<file path="src/rtl/sram_burst_master.sv">
// Burst initiator for a single-port synchronous SRAM (active-low select, one-cycle
// registered read data).
//
// Ports:
//   CLK, RST              clock, synchronous active-high reset
//   CMD_*                 burst command: start address, length-1, direction (valid/ready)
//   WD_*                  write data stream into the SRAM (valid/ready)
//   RD_*                  read data stream out of the SRAM (valid/ready, RD_LAST on final word)
//   DONE                  one-cycle pulse after a burst completes
//   MEM_CSN/WEN/A/DI      SRAM control, address and write data (combinational from state)
//   MEM_DOUT              SRAM read data, sampled one edge after the issue edge
module sram_burst_master #(
  parameter int unsigned BW = 32,
  parameter int unsigned AW = 10,
  parameter int unsigned LW = 8
) (
  input  logic          CLK,
  input  logic          RST,
  input  logic          CMD_VALID,
  output logic          CMD_READY,
  input  logic          CMD_WRITE,
  input  logic [AW-1:0] CMD_ADDR,
  input  logic [LW-1:0] CMD_LEN,
  input  logic          WD_VALID,
  output logic          WD_READY,
  input  logic [BW-1:0] WD_DATA,
  output logic          RD_VALID,
  input  logic          RD_READY,
  output logic [BW-1:0] RD_DATA,
  output logic          RD_LAST,
  output logic          DONE,
  output logic          MEM_CSN,
  output logic          MEM_WEN,
  output logic [AW-1:0] MEM_A,
  output logic [BW-1:0] MEM_DI,
  input  logic [BW-1:0] MEM_DOUT
);

  typedef enum logic [1:0] {StIdle, StWrite, StRead, StDrain} state_e;

  localparam logic [AW-1:0] AddrOne = {{(AW-1){1'b0}}, 1'b1};
  localparam logic [LW:0]   RemOne  = {{LW{1'b0}}, 1'b1};

  state_e        state_q, state_d;
  logic [AW-1:0] addr_q, addr_d;
  logic [LW:0]   rem_q, rem_d;
  logic          inflight_q, inflight_d;
  logic          inflight_last_q, inflight_last_d;
  logic          done_q, done_d;

  // 2-entry read FIFO; each entry carries its last-word tag
  logic [BW-1:0] fifo_data_q [2];
  logic [1:0]    fifo_last_q;
  logic          wptr_q, rptr_q;
  logic [1:0]    count_q;

  logic       cmd_fire, wd_fire, issue, push, pop;
  logic [1:0] credit;

  assign CMD_READY = (state_q == StIdle) && !RST;
  assign WD_READY  = (state_q == StWrite) && !RST;
  assign RD_VALID  = (count_q != 2'd0);
  assign RD_DATA   = fifo_data_q[rptr_q];
  assign RD_LAST   = RD_VALID && fifo_last_q[rptr_q];
  assign DONE      = done_q;

  assign cmd_fire = CMD_VALID && CMD_READY;
  assign wd_fire  = (state_q == StWrite) && WD_VALID && !RST;
  assign pop      = RD_VALID && RD_READY;
  assign push     = inflight_q;

  // Occupancy the FIFO will have after this edge. Crediting the pop in the same
  // cycle keeps one word per cycle flowing while still never exceeding 2 entries.
  assign credit = count_q - {1'b0, pop} + {1'b0, inflight_q};
  assign issue  = (state_q == StRead) && (rem_q != '0) && (credit < 2'd2) && !RST;

  always_comb begin
    state_d         = state_q;
    addr_d          = addr_q;
    rem_d           = rem_q;
    inflight_d      = issue;
    inflight_last_d = issue && (rem_q == RemOne);
    done_d          = 1'b0;
    unique case (state_q)
      StIdle: begin
        if (cmd_fire) begin
          addr_d  = CMD_ADDR;
          rem_d   = {1'b0, CMD_LEN} + RemOne;
          state_d = CMD_WRITE ? StWrite : StRead;
        end
      end
      StWrite: begin
        if (wd_fire) begin
          addr_d = addr_q + AddrOne;
          rem_d  = rem_q - RemOne;
          if (rem_q == RemOne) begin
            state_d = StIdle;
            done_d  = 1'b1;
          end
        end
      end
      StRead: begin
        if (issue) begin
          addr_d = addr_q + AddrOne;
          rem_d  = rem_q - RemOne;
          if (rem_q == RemOne) state_d = StDrain;
        end
      end
      StDrain: begin
        if (pop && RD_LAST) begin
          state_d = StIdle;
          done_d  = 1'b1;
        end
      end
      default: state_d = StIdle;
    endcase
  end

  always_comb begin
    MEM_CSN = 1'b1;
    MEM_WEN = 1'b1;
    MEM_A   = '0;
    MEM_DI  = '0;
    if (wd_fire) begin
      MEM_CSN = 1'b0;
      MEM_WEN = 1'b0;
      MEM_A   = addr_q;
      MEM_DI  = WD_DATA;
    end else if (issue) begin
      MEM_CSN = 1'b0;
      MEM_A   = addr_q;
    end
  end

  always_ff @(posedge CLK) begin
    if (RST) begin
      state_q         <= StIdle;
      addr_q          <= '0;
      rem_q           <= '0;
      inflight_q      <= 1'b0;
      inflight_last_q <= 1'b0;
      done_q          <= 1'b0;
      fifo_last_q     <= '0;
      wptr_q          <= 1'b0;
      rptr_q          <= 1'b0;
      count_q         <= 2'd0;
    end else begin
      state_q         <= state_d;
      addr_q          <= addr_d;
      rem_q           <= rem_d;
      inflight_q      <= inflight_d;
      inflight_last_q <= inflight_last_d;
      done_q          <= done_d;
      if (push) begin
        fifo_data_q[wptr_q] <= MEM_DOUT;
        fifo_last_q[wptr_q] <= inflight_last_q;
        wptr_q              <= ~wptr_q;
      end
      if (pop) rptr_q <= ~rptr_q;
      count_q <= count_q + {1'b0, push} - {1'b0, pop};
    end
  end

endmodule
</file>
<file path="config.mk">
export PLATFORM = sky130hd
export DESIGN_NAME = sram_burst_master
export DESIGN_NICKNAME = d
export VERILOG_FILES = /design/src/rtl/sram_burst_master.sv
export SDC_FILE = /design/constraint.sdc
export NUM_CORES = 1
export LEC_CHECK = 0
export BUFFER_PORTS_ARGS = -buffer_cell sky130_fd_sc_hd__buf_2
export CAP_MARGIN = 0
export CORE_MARGIN = 5
export CORE_UTILIZATION = 40
export DETAILED_ROUTE_END_ITERATION = 7
export PLACE_DENSITY = 0.69
export SLEW_MARGIN = 25
export SYNTH_ARGS = -nofsm -noshare
export SYNTH_HDL_FRONTEND = slang
export SYNTH_SLANG_ARGS = --single-unit
</file>
<file path="constraint.sdc">
create_clock -name CLK -period 3.3 [get_ports CLK]
set_input_delay 0.165 -clock CLK [delete_from_list [all_inputs] [get_ports CLK]]
set_output_delay 0.165 -clock CLK [all_outputs]
set_load 0.05 [all_outputs]
</file>
; Word-level counts from Yosys, hierarchy flattened
; Memories as Yosys holds them, arrays and structs flattened. A register that Yosys moved wholly into a read port is not among the register bits.
; Index checks and enable logic that the tools add are counted.
[word_totals]
regBits = 30
mem_bits_rw = 64
out_inout_bits = 81
word_cells = 90
memories = 1
[op_classes]
addsub = 7
order_cmp = 4
eq_ne = 10
muxes = 36
n_bitwise = 2
n_reduce_logical = 20
[memory_table]
columns = memory, words, word_bits, rd, rd_clocked_by_memory_dff, write_ports, line_no
row1 = fifo_data_q, 2, 32, 1, 1, 1, 52  ; logic [BW-1:0] fifo_data_q [2];
[ops]
columns = cell, n
row1 = 10-bit 2-to-1 mux, 5
row2 = 32-bit 2-to-1 mux, 1
row3 = 10-bit one-hot mux with 3 select lines, 1
row4 = 9-bit 2-to-1 mux, 3
row5 = 9-bit one-hot mux with 3 select lines, 1
row6 = 1-bit 2-to-1 mux, 14
row7 = 2-bit 2-to-1 mux, 7
row8 = 1-bit logical AND, 13
row9 = 10-bit by 1-bit adder with 10-bit output (second input constant), 1
row10 = 8-bit by 1-bit adder with 9-bit output (second input constant), 1
row11 = 9-bit by 1-bit equality test with 1-bit output (second input constant), 1
row12 = 9-bit nonzero test, 1
row13 = 9-bit by 1-bit subtractor with 9-bit output (second input constant), 1
row14 = 2-bit != test (second input constant), 4
row15 = 2-bit one-hot mux with 4 select lines, 1
row16 = 6-bit AND reduction, 1
row17 = 2-bit by 1-bit adder with 2-bit output, 2
row18 = 2-bit equality test (second input constant), 2
row19 = 1-bit by 2-bit less-than comparator with 1-bit output (second input constant), 2
row20 = 2-bit by 1-bit != test with 1-bit output (second input constant), 2
row21 = 4-bit AND reduction, 1
row22 = 2-bit by 1-bit subtractor with 2-bit output, 2
row23 = 3-bit nonzero test, 1
row24 = 2-bit bitwise mux, 1
row25 = other kinds (9), 10

; Longest topological paths before layout
[depth]
ltp_word = 9
mapped_depth = 11

; Worst setup path before layout
; No wires, ideal clock.
[synth_path]
path_type = input -> register
start = input RST
end = memory fifo_data_q[0][0] (enable)
setup_time_ps = 468
t_arrival_ps = 2999
required_ps = 2832
setup_slack_ps = -167
path_stages = 3
path_buffers = 2
cell_sequence = clkbuf_1 > clkbuf_1 > nor3b_1
[synth_via]
elab_chain_len = 2
[synth_rtl]
columns = element, line_no
row1 = from (decl), 18  ; input logic RST,
row2 = 1-bit 2-to-1 mux, 136  ; if (RST) begin
row3 = 1-bit 2-to-1 mux (implied by the code), 155  ; fifo_data_q[wptr_q] <= MEM_DOUT;
row4 = to (decl), 52
; No other way between the ends.

; Final worst setup path
[layout_path]
start = register count_q[1]
end = output MEM_A[9]
[layout_via]
elab_chain_len = 9
[layout_rtl]
columns = element, line_no
row1 = from (decl), 55  ; logic [1:0] count_q;
row2 = from (signal assigned), 160  ; count_q <= count_q + {1'b0, push} - {1'b0, pop};
row3 = 2-bit nonzero test, 62  ; assign RD_VALID = (count_q != 2'd0);
row4 = 1-bit logical AND, 69  ; assign pop = RD_VALID && RD_READY;
row5 = net pop, 57  ; logic cmd_fire, wd_fire, issue, push, pop;
row6 = 2-bit by 1-bit subtractor with 2-bit output, 74  ; assign credit = count_q - {1'b0, pop} + {1'b0, inflight_q};
row7 = 2-bit by 1-bit adder with 2-bit output, 74
row8 = 2-bit less-than comparator, 75  ; assign issue = (state_q == StRead) && (rem_q != '0) && (credit < 2'd2) && !RST;
row9 = 1-bit logical AND (2 in a row), 75
row10 = 10-bit 2-to-1 mux, 129  ; end else if (issue) begin
row11 = 10-bit 2-to-1 mux, 124  ; if (wd_fire) begin
row12 = to (decl), 34  ; output logic [AW-1:0] MEM_A,
; The timed path passes the listed nets, and every way through them passes these cells.

==> results.ini <==
[outcome]
status=completed

[sta]
worst_pin_slew_ns=0.499
period_share_pct=85.1
finClkSkew_ns=0.00656
setup_ws_ns=0.492
fin_tns_setup_ns=0
setup_viol=0
max_freq_mhz=356
grt_setup_unrepaired=false
period_needed_ns=2.81
relSlewSlack_pct=66.5
slew_viol_final=0
final-hold-violation-count=0
hold_slack_ns=0.0177

[clock_network]
cts_buffers=9
cts_htree_levels=3
cts_resized=0
cts_sinks=95
clock_latency_ns=0.34
cts.path.max_buffers=2
cts_root_buffer=clkbuf_16
postCtsSetupBuffers=0
cts_tree=built
path_clk_slew_ns=0.07
postCtsHoldBufs=0

[grt]
grt_overflow=0
grt_usage_pct=15.2
grt_pass1_vias=3644
grt_pass1_wl_um=17700
antenna_found_initial=0
grt_max_degree=35

[critical_path]
crit_slowest_cell=dfxtp_1
crit_path_cell_trace=o21ai_0, inv_1, ha_1, inv_1, ha_1, xnor3_1, o211a_4, nor2_1, buf_4, nor2b_1, buf_2
worst-path-buf-inv=4
worst_path_dominant_cell_family=buffers and inverters
crit_type=reg2out
path_max_fanout=11
startpoint_type=flip-flop
required_ns=3.13
cpPeakStageDelay_ns=0.34
arrival_ns=2.64
end_kind=output port

[placement]
port-buffer-count=168
place_inst=694
place_congestion=0.827
pre_cts_slack_ns=0.738
dp_hpwl_um=7830

[synthesis]
async_reset_ff_share_pct=0
yosys.cell_types.count=56
synth_cells=397
synth_fp_nets=497
synth_area_per_cell_sq_um=11.7
syn_area_sq_um=4650
ys.flop_type=edfxtp_1
synth_edf_count=64
yosys_register_bits=95
synth-warning-count=0
ys_seq_area_share_pct=54.7

[power_and_ir_drop]
power_density_nw_per_um2=765
power_uw=4530
vdd_drop_max_mv=0.333
leakage_uw=0.00253

[cells_and_area]
fin_cells=710
diodes=0
nNetsFinal=662
syn2layout_area_growth_pct=27.2
layout-drive-gt1-share_pct=43.9

[die]
fp.coreArea_sq_um=11400
die_area_sq_um=13900
die_w_um=118
start_util_pct=40.7
die-height_um=118
io_pins=169
rows=39

[route]
wire_per_inst_um=15.0
via_per_inst=5.08
routed_wl_um=10700
ant_nets=0
num_vias=3609
drtIter0Drc=176
drc=0
dr.pass1.iters=6

[run]
drv_cap=0

[worst_hold_path]
hp-class=in2reg

==> report_power, final <==
part / total [uW] / switching [uW] / internal [uW]
sequential: 1590 / 163 / 1430
combinational: 1990 / 1310 / 686
clock: 944 / 431 / 513
total: 4530 / 1900 / 2630
==> cell type report <==
cell class / instances / area, sq um
Clock inverter: 6 / 45.0
Tap cell: 143 / 179
Clock buffer: 10 / 229
Timing Repair Buffer: 177 / 908
Inverter: 16 / 60.1
Fill cell: 1035 / 5500
Sequential cell: 95 / 2540
Multi-Input combinational cell: 263 / 1950
==> Yosys cell counts (6+ instances only) <==
cell | instances | area [sq um]
nand3_1 | 8 | 40.0
o32ai_1 | 7 | 61.3
xor2_1 | 6 | 52.6
nor3_1 | 9 | 45.0
nor2_1 | 23 | 86.3
edfxtp_1 | 64 | 1920
nand2_1 | 17 | 63.8
nor2b_1 | 15 | 93.8
clkbuf_1 | 14 | 52.6
ha_1 | 12 | 150
and3_1 | 35 | 219
dfxtp_1 | 31 | 621
mux2_2 | 32 | 360
inv_1 | 15 | 56.3
a21oi_2 | 8 | 70.1
a21oi_1 | 16 | 80.1
o21ai_2 | 6 | 52.6
o21ai_0 | 8 | 40.0
nand2b_1 | 11 | 68.8
==> registers in the layout, indices dropped and copies added (netlist names), named ones only <==
name             cells
fifo_data_q         64
addr_q              10
rem_q                9
count_q              2
fifo_last_q          2
state_q              2
DONE                 1
inflight_last_q      1
inflight_q           1
rptr_q               1
wptr_q               1
==> layer usage <==
layer	vias up	part of all wire (%)	track usage, %
li1	1790	-	-
met4	0	1.3	4.95
met1	1697	44	19.5
met3	10	5.8	3.08
met2	112	49	25.5
met5	-	0	0
==> path summary, 6_finish.rpt <==
kind | cells past startpoint | slack [ns] | startpoint | endpoint
min reg2reg | 2 | 0.47 | fifo_last_q[1]$_SDFFE_PP0P_ | fifo_last_q[1]$_SDFFE_PP0P_
min | 1 | 0.02 | MEM_DOUT[20] | fifo_data_q[1][20]$_DFFE_PP_
max | 11 | 0.49 | count_q[1]$_SDFF_PP0_ | MEM_A[9]
max reg2reg | 10 | 0.76 | count_q[1]$_SDFF_PP0_ | rem_q[5]$_SDFFE_PP0P_
==> cells by family (layout without fill, tap and decap cells) <==
family,Yosys count,after routing,synth area share (%)
buffers and inverters,39,209,3.60
adders and majority gates,12,12,3.23
AOI/OAI and AO/OA,70,70,11.5
and+or+nand+nor,137,137,16.6
muxes,35,35,8.39
xor gates and xnor gates,9,9,1.99
DFF,95,95,54.7
==> per-stage QoR <==
step | util (%) | cell area [sq um]
floorplan | - | 4660
global placement | 49.4 | 5640
detailed placement | 49.4 | 5640
CTS | 51.8 | 5920
global route | 51.8 | 5920
finish | 51.8 | 5920
==> layout by cell type, fill, tap and decap left out, drive strengths merged, types with 3 or more instances in the layout <==
cell type  netlist  final
edfxtp          64     64
inv             15     16
nor2            23     23
o21a             3      3
xor2             6      6
o32ai            7      7
mux2            32     32
clkinv           1      4
buf              9    177
and3            35     35
o21ai           15     15
nor2b           15     15
or4              3      3
and2             3      3
nand3            8      8
clkbuf          14     10
ha              12     12
nor3            10     10
dfxtp           31     31
mux2i            3      3
nor4             5      5
nand2           17     17
a211oi           3      3
a21oi           24     24
nand2b          11     11
Note: power is estimated with default switching activity, not from simulation.
